==> src/rtl/dbg_reg_access.sv <==
// dbg_reg_access: debug-side responder giving the host read/write access to
// GPRs x0-x31, mepc, mcause, mstatus, mtvec and the (read-only) PC.
// One request at a time: halt the core, touch the register through the
// dedicated debug ports for exactly one cycle, then return a response.
// Optional build macro: DBG_STICKY_HALT_EN (halt_req stays asserted between
// requests; write to addr 63 is a resume command).
module dbg_reg_access #(
    parameter int unsigned XLEN         = 64,
    parameter int unsigned HALT_TIMEOUT = 255
) (
    input  logic            clk,
    input  logic            rst_n,
    input  logic            req_valid,
    output logic            req_ready,
    input  logic            req_write,
    input  logic [5:0]      req_addr,
    input  logic [XLEN-1:0] req_wdata,
    output logic            resp_valid,
    input  logic            resp_ready,
    output logic [XLEN-1:0] resp_rdata,
    output logic            resp_err,
    output logic            halt_req,
    input  logic            halted,
    output logic [4:0]      rf_addr,
    output logic            rf_wen,
    output logic [XLEN-1:0] rf_wdata,
    input  logic [XLEN-1:0] rf_rdata,
    output logic [1:0]      csr_sel,
    output logic            csr_wen,
    output logic [XLEN-1:0] csr_wdata,
    input  logic [XLEN-1:0] csr_rdata,
    input  logic [31:0]     pc
);

    typedef enum logic [1:0] {
        S_IDLE,
        S_HALT,
        S_ACCESS,
        S_RESP
    } state_t;

    localparam logic [7:0] CNT_LAST = 8'(HALT_TIMEOUT - 1);

    state_t            state;
    logic [7:0]        cnt;
    logic              lat_write;
    logic [5:0]        lat_addr;
    logic [XLEN-1:0]   lat_wdata;
    logic              is_resume;
    logic              is_bad;
`ifdef DBG_STICKY_HALT_EN
    logic              resume_pend;
`endif

    // Classify the incoming request: resume command, invalid target, or real access.
    always_comb begin
        is_resume = 1'b0;
`ifdef DBG_STICKY_HALT_EN
        is_resume = req_write && (req_addr == 6'd63);
`endif
        is_bad = ((req_addr > 6'd36) && !is_resume) || (req_write && (req_addr == 6'd36));
    end

    // Request FSM; every output is a register updated on state transitions.
    always_ff @(posedge clk or negedge rst_n) begin
        if (!rst_n) begin
            state      <= S_IDLE;
            cnt        <= '0;
            lat_write  <= 1'b0;
            lat_addr   <= '0;
            lat_wdata  <= '0;
            req_ready  <= 1'b1;
            resp_valid <= 1'b0;
            resp_rdata <= '0;
            resp_err   <= 1'b0;
            halt_req   <= 1'b0;
            rf_addr    <= '0;
            rf_wen     <= 1'b0;
            rf_wdata   <= '0;
            csr_sel    <= '0;
            csr_wen    <= 1'b0;
            csr_wdata  <= '0;
`ifdef DBG_STICKY_HALT_EN
            resume_pend <= 1'b0;
`endif
        end else begin
            // Write strobes are single-cycle pulses issued only in ACCESS.
            rf_wen  <= 1'b0;
            csr_wen <= 1'b0;
            case (state)
                S_IDLE: begin
                    if (req_valid) begin
                        lat_write <= req_write;
                        lat_addr  <= req_addr;
                        lat_wdata <= req_wdata;
                        req_ready <= 1'b0;
                        if (is_bad) begin
                            state      <= S_RESP;
                            resp_valid <= 1'b1;
                            resp_err   <= 1'b1;
                            resp_rdata <= '0;
                        end else if (is_resume) begin
                            state      <= S_RESP;
                            resp_valid <= 1'b1;
                            resp_err   <= 1'b0;
                            resp_rdata <= '0;
`ifdef DBG_STICKY_HALT_EN
                            resume_pend <= 1'b1;
`endif
                        end else begin
                            state    <= S_HALT;
                            halt_req <= 1'b1;
                            cnt      <= '0;
                        end
                    end
                end
                S_HALT: begin
                    if (halted) begin
                        state <= S_ACCESS;
                        if (lat_addr < 6'd32) begin
                            rf_addr <= lat_addr[4:0];
                            if (lat_write && (lat_addr != 6'd0)) begin
                                rf_wen   <= 1'b1;
                                rf_wdata <= lat_wdata;
                            end
                        end else begin
                            csr_sel <= lat_addr[1:0];
                            if (lat_write && (lat_addr < 6'd36)) begin
                                csr_wen   <= 1'b1;
                                csr_wdata <= lat_wdata;
                            end
                        end
                    end else if (cnt == CNT_LAST) begin
                        state      <= S_RESP;
                        resp_valid <= 1'b1;
                        resp_err   <= 1'b1;
                        resp_rdata <= '0;
                    end else begin
                        cnt <= cnt + 8'd1;
                    end
                end
                S_ACCESS: begin
                    state      <= S_RESP;
                    resp_valid <= 1'b1;
                    resp_err   <= 1'b0;
                    if (lat_write) begin
                        resp_rdata <= '0;
                    end else if (lat_addr < 6'd32) begin
                        resp_rdata <= rf_rdata;
                    end else if (lat_addr < 6'd36) begin
                        resp_rdata <= csr_rdata;
                    end else begin
                        resp_rdata <= {{(XLEN-32){1'b0}}, pc};
                    end
                end
                S_RESP: begin
                    if (resp_ready) begin
                        state      <= S_IDLE;
                        resp_valid <= 1'b0;
                        resp_err   <= 1'b0;
                        resp_rdata <= '0;
                        req_ready  <= 1'b1;
                        cnt        <= '0;
`ifdef DBG_STICKY_HALT_EN
                        if (resume_pend) begin
                            halt_req    <= 1'b0;
                            resume_pend <= 1'b0;
                        end
`else
                        halt_req <= 1'b0;
`endif
                    end
                end
                default: state <= S_IDLE;
            endcase
        end
    end

endmodule

==> config.mk <==
export PLATFORM = sky130hd
export DESIGN_NAME = dbg_reg_access
export DESIGN_NICKNAME = d
export VERILOG_FILES = /design/src/rtl/dbg_reg_access.sv
export SDC_FILE = /design/constraint.sdc
export NUM_CORES = 1
export LEC_CHECK = 0
export ABC_AREA = 1
export CELL_PAD_IN_SITES_DETAIL_PLACEMENT = 0
export CELL_PAD_IN_SITES_GLOBAL_PLACEMENT = 2
export CORE_MARGIN = 4
export CORE_UTILIZATION = 25
export CTS_CLUSTER_DIAMETER = 40
export DETAILED_ROUTE_END_ITERATION = 8
export GPL_TIMING_DRIVEN = 0
export PLACE_DENSITY = 0.83
export SETUP_SLACK_MARGIN = 0.5
export SLEW_MARGIN = 20
export SYNTH_ARGS = -nofsm -noshare
export SYNTH_HDL_FRONTEND = slang
export SYNTH_SLANG_ARGS = --single-unit
==> constraint.sdc <==
create_clock -name clk -period 2.1 [get_ports clk]
set_input_delay 0.315 -clock clk [delete_from_list [all_inputs] [get_ports clk]]
set_output_delay 0.315 -clock clk [all_outputs]
set_load 0.01 [all_outputs]
# Word level (Yosys, flattened, before mapping)
# Index checks and enable logic that the tools add are counted.
[classes] add_sub_neg=1 reduce_logical=18 n_bitwise=1 magnitude_cmp=3 muxes=42 n_eq_ne=13
[op_table] cell="$mux W64" count=8
[op_table] cell="$pmux W64 S4" count=1
[op_table] cell="$mux W8" count=5
[op_table] cell="$pmux W8 S3" count=1
[op_table] cell="$mux W1" count=17
[op_table] cell="$ne A2 B2 Y1 const B" count=7
[op_table] cell="$lt A6 B6 Y1 const B" count=2
[op_table] cell="$reduce_and A3 Y1" count=4
[op_table] cell="$reduce_and A4 Y1" count=3
[op_table] cell="$mux W2" count=5
[op_table] cell="$add A8 B1 Y8 const B" count=1
[op_table] cell="$eq A8 B8 Y1 const B" count=1
[op_table] cell="$pmux W1 S4" count=2
[op_table] cell="$pmux W2 S4" count=1
[op_table] cell="$eq A6 B6 Y1 const B" count=1
[op_table] cell="$gt A6 B6 Y1 const B" count=1
[op_table] cell="$reduce_and A6 Y1" count=1
[op_table] cell="$reduce_bool A6 Y1" count=1
[op_table] cell="$reduce_and A5 Y1" count=1
[op_table] cell="$eq A2 B2 Y1 const B" count=2
[op_table] cell="$pmux W1 S2" count=2
[op_table] cell="$logic_and A1 B1 Y1" count=3
[op_table] cell="$ne A3 B3 Y1 const B" count=1
[op_table] cell="$reduce_bool A3 Y1" count=1
[op_table] cell="other kinds (6)" count=6
[word_totals] register_bits=286 out_inout_bits=205 wordCells=94

# Depth between registers and ports, before layout
[logic_depth] word_depth=6 ltp_mapped=11 depth_no_buf=10

# Least setup slack after synthesis
# No wires, ideal clock.
[synth_path] path_kind="reg-to-reg" start="register state[0]" end="register resp_rdata[58]" n_path_buf=2 t_required_ps=2034 arrival_time_ps=1610 path_slack_ps=424 setup_ps=66 path_stages_with_launch=9 path_cell_list="dfrtp_1 inv_1 ha_1 inv_1 nor2_1 clkbuf_1 clkbuf_1 nand4_1 nand2_1"
[synth_via] elab_chain_cells=3 elab_cells_between_ends=11 classes_between="eq/ne: 8; mux: 1; reduce/logical: 2"
[synth_lines] item="from (decl)" line_no="44" rtl="state_t state;"
[synth_lines] item="from (signal assigned)" line_no="67" rtl="state <= S_IDLE;"
[synth_lines] item="from (signal assigned)" line_no="98" rtl="state <= S_RESP;"
[synth_lines] item="from (signal assigned)" line_no="103" rtl="state <= S_RESP;"
[synth_lines] item="$eq A2 B1 Y1, or another cell as far along" line_no="90" rtl="case (state)"
[synth_lines] item="$ne A2 B2 Y1 (no line)"
[synth_lines] item="$reduce_and A5 Y1 (no line)"
[synth_lines] item="to (signal assigned)" line_no="149" rtl="resp_rdata <= rf_rdata;"
[synth_lines] item="to (signal assigned)" line_no="151" rtl="resp_rdata <= csr_rdata;"
[synth_lines] item="to (signal assigned)" line_no="153" rtl="resp_rdata <= {{(XLEN-32){1'b0}}, pc};"
[synth_lines] item="to (decl)" line_no="20" rtl="output logic [XLEN-1:0] resp_rdata,"
# Parallel ways exist; a longest one is shown, timed or not.
# A chain may end at the register's enable or synchronous reset.

# Final worst setup path
[layout_path] start="register state[0]" end="register resp_rdata[59]"
# The elaborated chain is that of the path after synthesis.

==> results.yml <==
pwr:
  leakagePower_nw: 11.7
  vdd_drop_max_uv: 828
  power_mw: 30.4
  power_density_nw_per_um2: 1390
sta:
  period_needed_ns: 1.84
  clock_skew_ns: 0.0261
  worst_slew_pin_slew_ns: 0.629
  tns_ns: 0
  finalHoldViolations: 0
  max_freq_ghz: 0.545
  rsz0062_at_grt: "true"
  setup_viol: 0
  slew_headroom_pct: 58.1
  final.period_utilization_pct: 87.4
  report.final.slew_viol_count: 0
clocking:
  htreeDepth: 2
  numCtsBuffers: 52
  cts.sinks: 286
  clockRootBuffer: "clkbuf_16"
  path_clk_slew_ns: 0.05
  clk_latency_ns: 0.59
  clock_path_buffers: 3
  cts_tree: "done"
grt:
  overflow: 0
  gr-usage-all-layers_pct: 18.8
  busiest_layer: "met2"
  grt_first_pass_wirelength_um: 77800
  use_met3_pct: 7.06
  use_met2_pct: 30.6
  grt_use_met1_pct: 23.2
  grt_start_max_net_pins: 101
  grt_pass1_vias: 12700
  antenna_found_initial: 3
synth:
  syn_area_um2: 12600
  synth-async-reset-ratio_pct: 100
  yosys_warnings: 0
  syn_nets: 1765
  ys_seq_area_share_pct: 56.8
  synthFlopType: "dfrtp_1"
  synth_seq_cells: 286
  syn_avg_cell_area_um2: 8.28
  synth-edff-count: 0
  syn_inst: 1522
  synth_cell_types: 28
critical_path:
  crit_type: "flip-flop to flip-flop"
  crit_slowest_cell: "dfrtp_2"
  cp-end-kind: "flip-flop"
  required_ns: 2.61
  path_common_cell: "buf_6"
  crit_family: "buffers and inverters"
  worst-path-max-fanout: 8
  cp_num_buf_inv: 5
  crit_arrival_ns: 2.35
  crit_path_start_kind: "flip-flop"
  crit_chain: "buf_6 > ha_4 > buf_4 > a21oi_4 > buf_6 > buf_12 > buf_8 > nand4_1 > nand2_1"
  cpPeakStageDelay_ns: 0.46
placed_design:
  numPortBuffers: 440
  place_inst: 2637
  dpl.hpwl_um: 38900
  gp_congestion: 0.877
floorplan:
  start_util_pct: 25.2
  core-area_um2: 50000
  die-width_um: 232
  die-area_um2: 54000
  die_y_um: 232
  ios: 441
  rows: 82
routing:
  wl_per_cell_um: 19.6
  first_pass_iters: 5
  drtIter0Drc: 539
  drc: 0
  num_vias: 12500
  drtAntennaViolNets: 0
  avgViaCountPerCell: 4.48
  totalWireLength_um: 54600
cells_and_area:
  antenna_cells: 0
  syn_to_final_growth_pct: 73.9
  fin_nets: 2323
  layout-drive-gt1-share_pct: 21.9
  fin_cells: 2794
outcome:
  status: "finished, final reports clean"
run:
  cap_viol_max_count: 0
worst_hold_path:
  hold_path_class: "input pin to asynchronous set/reset pin"
-- where the power goes --
group	internal, mW	total, mW	switching (mW)
sequential	7.47	8.55	1.08
combinational	5.76	12.9	7.15
clock	5.74	8.90	3.16
-- state kept, by name, summed over array words and instances (netlist names) --
register / cells
cnt: 8
csr_sel: 2
csr_wdata: 64
csr_wen: 1
halt_req: 1
lat_addr: 6
lat_wdata: 64
lat_write: 1
req_ready: 1
resp_err: 1
resp_rdata: 64
resp_valid: 1
rf_addr: 5
rf_wdata: 64
rf_wen: 1
state: 2
-- cells in the mapped netlist, types with 2 or more instances --
cell / count / share of area (%)
buf_2: 31 / 1.2
inv_2: 2 / 0.060
inv_1: 156 / 4.6
nand2_1: 464 / 14
clkbuf_2: 5 / 0.20
nand2_2: 2 / 0.099
buf_4: 2 / 0.12
o21bai_1: 2 / 0.12
dfrtp_1: 285 / 57
nor3b_1: 2 / 0.12
nor3_1: 4 / 0.16
clkbuf_1: 43 / 1.3
ha_1: 7 / 0.70
buf_1: 7 / 0.21
buf_6: 9 / 0.80
nor2_1: 93 / 2.8
a21oi_1: 81 / 3.2
o21ai_0: 94 / 3.7
nand3_1: 117 / 4.6
nand4_1: 51 / 2.5
o21ai_1: 57 / 2.3
a21oi_2: 2 / 0.14
-- worst paths after layout --
check / startpoint / to / slack, ns / cells past startpoint
worst max-delay path: state[0]$_DFFE_PN0P_ / resp_rdata[59]$_DFFE_PN0P_ / 0.26 / 9
min in group clk: req_wdata[24] / lat_wdata[24]$_DFFE_PN0P_ / 0.30 / 3
worst min register to register: resp_err$_DFFE_PN0P_ / resp_err$_DFFE_PN0P_ / 0.47 / 2
worst max register to register: state[0]$_DFFE_PN0P_ / resp_rdata[59]$_DFFE_PN0P_ / 0.26 / 9
max in group asynchronous: rst_n / rf_wdata[1]$_DFFE_PN0P_ / 0.72 / 4
worst min-delay path: rst_n / resp_rdata[54]$_DFFE_PN0P_ / 0.14 / 2
-- cell usage in the layout (no fill, tap or decap), types with 51 or more instances in the layout --
master           synthesis  layout
clkbuf_16                0      72
clkdlybuf4s15_1          0      85
dfrtp_1                285     284
inv_1                  156     154
clkdlybuf4s50_1          0     234
nand3_1                117     115
nor2_1                  93      75
o21ai_1                 57      79
clkbuf_2                 5      75
nand4_1                 51      51
dlymetal6s2s_1           0      62
nand2_1                464     412
-- layout make-up --
class | instances | area, um^2
multi-input combinational | 980 | 5090
clock inverter | 33 | 445
sequential | 286 | 7160
fill | 4902 | 28100
clock buffer | 63 | 1410
inverter | 159 | 606
buffer | 97 | 1050
tap | 672 | 841
timing repair buffer | 504 | 5300
-- worst register-to-register path, cell delays in order (launching register included) --
cell     delay [ns]
dfrtp_2        0.46
buf_6          0.14
ha_4           0.17
buf_4          0.15
a21oi_4        0.23
buf_6          0.14
buf_12         0.13
buf_8          0.12
nand4_1        0.12
nand2_1        0.11
-- metal layers --
layer / up-vias / routed length [um]
li1: 6020 / -
met1: 6002 / 22500
met2: 407 / 25600
met3: 81 / 5060
met4: 6 / 1410
met5: - / 46
-- cell families after synthesis --
kind of cell	synth area share (%)
fa+ha+maj	0.695
flops	56.8
buf+inv	8.58
compound gates	9.53
simple gates	24.4
-- stage by stage --
step                hold WS [ns]  setup slack (ns)  util, %  area [um^2]
floorplan                 0.0194             0.479        -        12600
detailed placement         0.139            -0.638     35.9        17900
finish                     0.145             0.265     43.8        21900
global placement           0.456            -12.11     35.7        17900
global route               0.146             0.171     43.8        21900
CTS                        0.116             0.257     40.8        20400
-- timing repair --
| action | in CTS | in global routing |
|---|---|---|
| endpoints found under the hold margin | 185 | 0 |
| gates cloned | 5 | 19 |
| endpoints found under the setup margin | 482 | 479 |
| buffers inserted | 21 | 15 |
| pin swaps | 13 | 42 |
| resized for setup | 310 | 576 |
| hold buffers | 1 | 0 |
No activity file was read; power rests on OpenSTA's default activity.
